===== src/rtl/imm_decode_pipe.sv =====
`default_nettype none
// ============================================================================
// Module      : imm_decode_pipe
// Description : Pipelined RISC-V immediate generator. Accepts 32-bit
//               instruction words (with PC) over valid/ready, classifies the
//               instruction format and emits an XLEN-wide immediate, format
//               code and illegal flag after STAGES register stages.
//               Optional macro IMMGEN_PCREL_EN adds out_target = pc + imm.
// Ports       : clk, rst (sync, active-high), flush (kills in-flight work)
//               in_valid/in_ready/in_inst/in_pc      : upstream handshake
//               out_valid/out_ready/out_inst/out_pc  : downstream handshake
//               out_imm, out_fmt (0=R 1=I 2=S 3=B 4=U 5=J 7=NONE),
//               out_illegal, out_target (IMMGEN_PCREL_EN only)
// Parameters  : XLEN (32|64), STAGES (1|2)
// Revision    : 1.0 - initial release
// ============================================================================
module imm_decode_pipe #(
  parameter int XLEN   = 32,
  parameter int STAGES = 1
) (
  input  logic            clk,
  input  logic            rst,
  input  logic            flush,
  input  logic            in_valid,
  output logic            in_ready,
  input  logic [31:0]     in_inst,
  input  logic [XLEN-1:0] in_pc,
  output logic            out_valid,
  input  logic            out_ready,
  output logic [31:0]     out_inst,
  output logic [XLEN-1:0] out_pc,
  output logic [XLEN-1:0] out_imm,
  output logic [2:0]      out_fmt,
  output logic            out_illegal
`ifdef IMMGEN_PCREL_EN
  ,
  output logic [XLEN-1:0] out_target
`endif
);

  localparam logic [2:0] c_FMT_R    = 3'd0;
  localparam logic [2:0] c_FMT_I    = 3'd1;
  localparam logic [2:0] c_FMT_S    = 3'd2;
  localparam logic [2:0] c_FMT_B    = 3'd3;
  localparam logic [2:0] c_FMT_U    = 3'd4;
  localparam logic [2:0] c_FMT_J    = 3'd5;
  localparam logic [2:0] c_FMT_NONE = 3'd7;

  localparam logic [6:0] c_OP_LOAD   = 7'b0000011;
  localparam logic [6:0] c_OP_MISC   = 7'b0001111;
  localparam logic [6:0] c_OP_JALR   = 7'b1100111;
  localparam logic [6:0] c_OP_SYSTEM = 7'b1110011;
  localparam logic [6:0] c_OP_IMM    = 7'b0010011;
  localparam logic [6:0] c_OP_STORE  = 7'b0100011;
  localparam logic [6:0] c_OP_BRANCH = 7'b1100011;
  localparam logic [6:0] c_OP_LUI    = 7'b0110111;
  localparam logic [6:0] c_OP_AUIPC  = 7'b0010111;
  localparam logic [6:0] c_OP_JAL    = 7'b1101111;
  localparam logic [6:0] c_OP_REG    = 7'b0110011;
  localparam logic [6:0] c_OP_IMM32  = 7'b0011011;
  localparam logic [6:0] c_OP_REG32  = 7'b0111011;

  // Which bit-gathering rule the immediate assembler applies.
  typedef enum logic [2:0] {
    KIND_ZERO, KIND_I, KIND_S, KIND_B, KIND_U, KIND_J, KIND_SH, KIND_SH32
  } imm_kind_e;

  typedef struct packed {
    logic      illegal;
    logic [2:0] fmt;
    imm_kind_e kind;
  } cls_t;

  // Opcode classification. Any opcode with inst[1:0] != 2'b11 falls into
  // the default arm because every recognised opcode ends in 2'b11.
  function automatic cls_t classify(input logic [6:0] opcode, input logic [2:0] funct3);
    cls_t c;
    logic is_shift;
    is_shift  = (funct3 == 3'b001) || (funct3 == 3'b101);
    c.illegal = 1'b0;
    c.fmt     = c_FMT_I;
    c.kind    = KIND_I;
    case (opcode)
      c_OP_LOAD, c_OP_MISC, c_OP_JALR, c_OP_SYSTEM: ;
      c_OP_IMM:    if (is_shift) c.kind = KIND_SH;
      c_OP_STORE:  begin c.fmt = c_FMT_S; c.kind = KIND_S; end
      c_OP_BRANCH: begin c.fmt = c_FMT_B; c.kind = KIND_B; end
      c_OP_LUI, c_OP_AUIPC: begin c.fmt = c_FMT_U; c.kind = KIND_U; end
      c_OP_JAL:    begin c.fmt = c_FMT_J; c.kind = KIND_J; end
      c_OP_REG:    begin c.fmt = c_FMT_R; c.kind = KIND_ZERO; end
      c_OP_IMM32: begin
        if (XLEN != 64) c = '{illegal: 1'b1, fmt: c_FMT_NONE, kind: KIND_ZERO};
        else if (is_shift) c.kind = KIND_SH32;
      end
      c_OP_REG32: begin
        if (XLEN != 64) c = '{illegal: 1'b1, fmt: c_FMT_NONE, kind: KIND_ZERO};
        else begin c.fmt = c_FMT_R; c.kind = KIND_ZERO; end
      end
      default: c = '{illegal: 1'b1, fmt: c_FMT_NONE, kind: KIND_ZERO};
    endcase
    return c;
  endfunction

  // Build a 32-bit sign-extended immediate, then sign-extend to XLEN.
  // Shift amounts have bit 31 clear, so the widening keeps them unsigned.
  function automatic logic [XLEN-1:0] assemble(input logic [31:7] ib, input imm_kind_e kind);
    logic [31:0] imm32;
    case (kind)
      KIND_I:    imm32 = {{20{ib[31]}}, ib[31:20]};
      KIND_S:    imm32 = {{20{ib[31]}}, ib[31:25], ib[11:7]};
      KIND_B:    imm32 = {{20{ib[31]}}, ib[7], ib[30:25], ib[11:8], 1'b0};
      KIND_U:    imm32 = {ib[31:12], 12'b0};
      KIND_J:    imm32 = {{12{ib[31]}}, ib[19:12], ib[20], ib[30:21], 1'b0};
      KIND_SH:   imm32 = {26'b0, (XLEN == 64) ? ib[25] : 1'b0, ib[24:20]};
      KIND_SH32: imm32 = {27'b0, ib[24:20]};
      default:   imm32 = '0;
    endcase
    return XLEN'($signed(imm32));
  endfunction

  // Inputs to the final (output) register stage.
  logic            w_fin_valid;
  logic            w_fin_ready;
  logic [31:0]     w_fin_inst;
  logic [XLEN-1:0] w_fin_pc;
  cls_t            w_fin_cls;
  logic [XLEN-1:0] imm_d;

  // Final-stage state.
  logic            out_valid_q;
  logic [31:0]     out_inst_q;
  logic [XLEN-1:0] out_pc_q;
  logic [XLEN-1:0] out_imm_q;
  logic [2:0]      out_fmt_q;
  logic            out_illegal_q;

  assign w_fin_ready = !out_valid_q || out_ready;
  assign imm_d       = assemble(w_fin_inst[31:7], w_fin_cls.kind);

  generate
    if (STAGES == 2) begin : g_two_stage
      // Stage 1 holds the raw word plus its opcode class; the immediate is
      // assembled between stage 1 and the output stage.
      logic            s1_valid_q;
      logic [31:0]     s1_inst_q;
      logic [XLEN-1:0] s1_pc_q;
      cls_t            s1_cls_q;
      logic            w_s1_ready;

      assign w_s1_ready = !s1_valid_q || w_fin_ready;
      assign in_ready   = w_s1_ready;

      always_ff @(posedge clk) begin
        if (rst || flush) begin
          s1_valid_q <= 1'b0;
        end else if (w_s1_ready) begin
          s1_valid_q <= in_valid;
        end
      end

      always_ff @(posedge clk) begin
        if (in_valid && w_s1_ready) begin
          s1_inst_q <= in_inst;
          s1_pc_q   <= in_pc;
          s1_cls_q  <= classify(in_inst[6:0], in_inst[14:12]);
        end
      end

      assign w_fin_valid = s1_valid_q;
      assign w_fin_inst  = s1_inst_q;
      assign w_fin_pc    = s1_pc_q;
      assign w_fin_cls   = s1_cls_q;
    end else begin : g_one_stage
      assign in_ready    = w_fin_ready;
      assign w_fin_valid = in_valid;
      assign w_fin_inst  = in_inst;
      assign w_fin_pc    = in_pc;
      assign w_fin_cls   = classify(in_inst[6:0], in_inst[14:12]);
    end
  endgenerate

  always_ff @(posedge clk) begin
    if (rst || flush) begin
      out_valid_q <= 1'b0;
    end else if (w_fin_ready) begin
      out_valid_q <= w_fin_valid;
    end
  end

  // Data only moves on a real transfer, so a stalled output holds still.
  always_ff @(posedge clk) begin
    if (rst) begin
      out_inst_q    <= '0;
      out_pc_q      <= '0;
      out_imm_q     <= '0;
      out_fmt_q     <= c_FMT_NONE;
      out_illegal_q <= 1'b0;
    end else if (w_fin_valid && w_fin_ready && !flush) begin
      out_inst_q    <= w_fin_inst;
      out_pc_q      <= w_fin_pc;
      out_imm_q     <= imm_d;
      out_fmt_q     <= w_fin_cls.fmt;
      out_illegal_q <= w_fin_cls.illegal;
    end
  end

  assign out_valid   = out_valid_q;
  assign out_inst    = out_inst_q;
  assign out_pc      = out_pc_q;
  assign out_imm     = out_imm_q;
  assign out_fmt     = out_fmt_q;
  assign out_illegal = out_illegal_q;

`ifdef IMMGEN_PCREL_EN
  logic [XLEN-1:0] target_d;
  logic [XLEN-1:0] out_target_q;

  // Wraps modulo 2^XLEN; computed for every format.
  assign target_d = w_fin_pc + imm_d;

  always_ff @(posedge clk) begin
    if (rst) begin
      out_target_q <= '0;
    end else if (w_fin_valid && w_fin_ready && !flush) begin
      out_target_q <= target_d;
    end
  end

  assign out_target = out_target_q;
`endif

endmodule
`default_nettype wire


===== config.mk =====
export PLATFORM = sky130hd
export DESIGN_NAME = imm_decode_pipe
export DESIGN_NICKNAME = d
export VERILOG_FILES = /design/src/rtl/imm_decode_pipe.sv
export SDC_FILE = /design/constraint.sdc
export NUM_CORES = 1
export LEC_CHECK = 0
export ABC_AREA = 1
export ABC_CLOCK_PERIOD_IN_PS = 1450
export CAP_MARGIN = 20
export CELL_PAD_IN_SITES_DETAIL_PLACEMENT = 1
export CELL_PAD_IN_SITES_GLOBAL_PLACEMENT = 2
export CORE_UTILIZATION = 21
export DETAILED_ROUTE_END_ITERATION = 8
export PLACE_DENSITY_LB_ADDON = 0.12
export SKIP_CTS_REPAIR_TIMING = 1
export SYNTH_ARGS = -nofsm -noshare
export SYNTH_HDL_FRONTEND = slang
export SYNTH_SLANG_ARGS = --single-unit

===== constraint.sdc =====
create_clock -name clk -period 1.45 [get_ports clk]
set_clock_uncertainty 0.2 [all_clocks]
set_input_delay 0.29 -clock clk [delete_from_list [all_inputs] [get_ports clk]]
set_output_delay 0.29 -clock clk [all_outputs]
set_load 0.01 [all_outputs]

==> flow_metrics.env <==
export IMPL_start_util_pct=21.6
export IMPL_period_share_pct=112
export IMPL_chipWidth_um=150
export IMPL_critPathArrivalTime_ns=1.71
export IMPL_power_leakage_nw=5.58
export IMPL_multi_input_area_mm2=0.00294
export IMPL_drv_cap=0
export IMPL_ant_nets=0
export IMPL_core_area_mm2=0.0212
export IMPL_netlist_area_mm2=0.00458
export IMPL_cts_path_max_buffers=2
export IMPL_max_slew_margin_rel_pct=71.1
export IMPL_viasPerCell=4.46
export IMPL_numCtsBuffers=9
export IMPL_drt_iter0_drc=155
export IMPL_crit_slowest_cell="dfxtp_2"
export IMPL_synth_cell_type_count=27
export IMPL_max_freq_ghz=0.615
export IMPL_rsz0062_at_grt="yes"
export IMPL_cts_tree="done"
export IMPL_post_place_ws_ns=-0.845
export IMPL_grt_overflow_total=0
export IMPL_cts_clk_slew_worst_paths_ns=0.07
export IMPL_root_buffer="clkbuf_16"
export IMPL_synth_warnings=0
export IMPL_critPathCaptureType="flip-flop"
export IMPL_place_gp_congestion=0.777
export IMPL_seq_area_mm2=0.00202
export IMPL_dp_cells=1129
export IMPL_n_antenna_cell=0
export IMPL_dieArea_mm2=0.0224
export IMPL_drc=0
export IMPL_drive_gt1_share_pct=34.7
export IMPL_fillers=2468
export IMPL_clk_latency_ns=0.35
export IMPL_final_max_slew_viol_count=0
export IMPL_yosys_register_bits=101
export IMPL_violations="setup timing"
export IMPL_port_buffers=170
export IMPL_floorplan_die_height_um=150
export IMPL_htreeDepth=3
export IMPL_cp_start_kind="flip-flop"
export IMPL_yosysSeqAreaShare_pct=44.1
export IMPL_vias=5215
export IMPL_wirelength_um=19900
export IMPL_grt_pass1_wl_um=27700
export IMPL_rows=53
export IMPL_cpPeakStageDelay_ns=0.33
export IMPL_grt_max_degree=46
export IMPL_setup_viol_count_final=101
export IMPL_required_ns=1.54
export IMPL_p_per_area_mw_per_mm2=797
export IMPL_drt_pass1_iterations=4
export IMPL_tightest_slew_ns=0.433
export IMPL_area_growth_pct=94.0
export IMPL_synth_nets=726
export IMPL_fin_cells=1168
export IMPL_post_dp_hpwl_um=13000
export IMPL_crit_type="reg -> reg"
export IMPL_critPathMaxFanout=7
export IMPL_wl_per_cell_um=17.0
export IMPL_hold_viol=0
export IMPL_setup_tns_ns=-10.05
export IMPL_peakVddDrop_mv=0.478
export IMPL_grt_util_all_layers_pct=16.1
export IMPL_synth_area_per_cell_um2=6.97
export IMPL_grt_pass1_vias=5254
export IMPL_min_path_type="in -> reg"
export IMPL_status="finished with violations"
export IMPL_worstPathCellList="inv_2, nor2_4, nor3_4, buf_6, buf_12, buf_6, buf_12, nand2_1, a21oi_1"
export IMPL_io_pins=171
export IMPL_antenna_found_initial=0
export IMPL_min_period_ns=1.63
export IMPL_clock_sinks=101
export IMPL_nNetsFinal=957
export IMPL_worst_slack_ns=-0.177
export IMPL_synthCells=657
cell families after synthesis:
| family | Yosys count | share of synthesized area (%) |
|---|---|---|
| flops | 101 | 44.1 |
| compound gates | 126 | 15.0 |
| buf+inv | 83 | 7.92 |
| simple gates | 347 | 32.9 |
metal layers:
metal	share of wire, %	up-vias	global-route usage [%]
li1	-	2578	-
met5	0	-	0
met4	1.6	0	5.51
met2	51	99	28.3
met3	4.3	17	3.57
met1	43	2521	19.2
flip-flops by register name, summed over array words and instances, names as in the netlist:
register	cells
out_fmt	3
out_pc	32
out_imm	32
out_valid	1
out_illegal	1
out_inst	32
critical path, delay by kind of cell, from the launching register on:
family / cells / cell delay (ns)
buffers and inverters: 5 / 0.63
DFF: 1 / 0.33
and+or+nand+nor: 3 / 0.28
AOI/OAI and AO/OA: 1 / 0.11
final timing paths:
path | start | slack, ns | end | cells after the start
min reg2reg | out_imm[0]$_SDFFE_PP0P_ | 0.27 | out_imm[0]$_SDFFE_PP0P_ | 2
min | in_inst[0] | 0.05 | out_inst[0]$_SDFFE_PP0P_ | 3
max reg2reg | out_valid$_SDFFE_PP0N_ | -0.18 | out_imm[15]$_SDFFE_PP0P_ | 9
max | out_valid$_SDFFE_PP0N_ | -0.18 | out_imm[15]$_SDFFE_PP0P_ | 9
Yosys cell counts (all sizes together):
cell | number | area (um^2)
a21oi | 60 | 338
buf | 22 | 134
inv | 37 | 139
nand2 | 150 | 588
nand3 | 61 | 365
a21boi | 6 | 45.1
clkbuf | 24 | 90.1
nand3b | 1 | 7.51
nor3 | 4 | 36.3
nor2 | 131 | 512
a211oi | 2 | 15.0
dfxtp | 101 | 2020
o21ai | 58 | 290
cell usage in the layout (no fill, tap or decap), types with 4 or more instances in the layout:
cell,synthesis,final
a21boi_1,5,5
a21oi_1,50,16
a21oi_2,10,43
buf_12,0,17
buf_4,4,56
buf_6,3,9
clkbuf_16,0,20
clkbuf_2,0,8
clkdlybuf4s50_1,0,56
dfxtp_1,101,99
dlymetal6s2s_1,0,104
inv_1,31,27
inv_2,6,6
nand2_1,146,106
nand2_2,1,7
nand2_4,3,34
nand2_8,0,4
nand3_1,49,33
nand3_2,12,26
nor2_1,127,106
nor2_2,2,20
nor2_4,2,5
o21ai_0,57,21
o21ai_1,1,4
o21ai_2,0,33
area by class of cell:
| type | count | area share, % |
|---|---|---|
| Tap cell | 275 | 3.87 |
| Multi-Input combinational cell | 474 | 33.1 |
| Inverter | 37 | 1.76 |
| Clock inverter | 5 | 0.943 |
| Clock buffer | 11 | 2.62 |
| Sequential cell | 101 | 22.8 |
| Timing Repair Buffer | 265 | 34.9 |
metrics by stage:
stage	hold WS (ns)	area (um^2)	power [mW]	utilization, %
6_report	0.0463	8890	7.08	41.9
5_1_grt	0.0540	8890	7.42	41.9
4_1_cts	0.207	7500	6.92	35.3
3_5_place_dp	0.256	7180	4.21	33.9
3_3_place_gp	0.251	7180	4.18	33.9
2_1_floorplan	0.161	4720	3.45	-
power breakdown:
part           switching (mW)  internal (mW)  total, mW
sequential             0.0772           2.91       2.98
combinational           0.698          0.744       1.44
clock                    1.13           1.52       2.66
total                    1.91           5.17       7.08
Power figures use the tool's default switching activity.
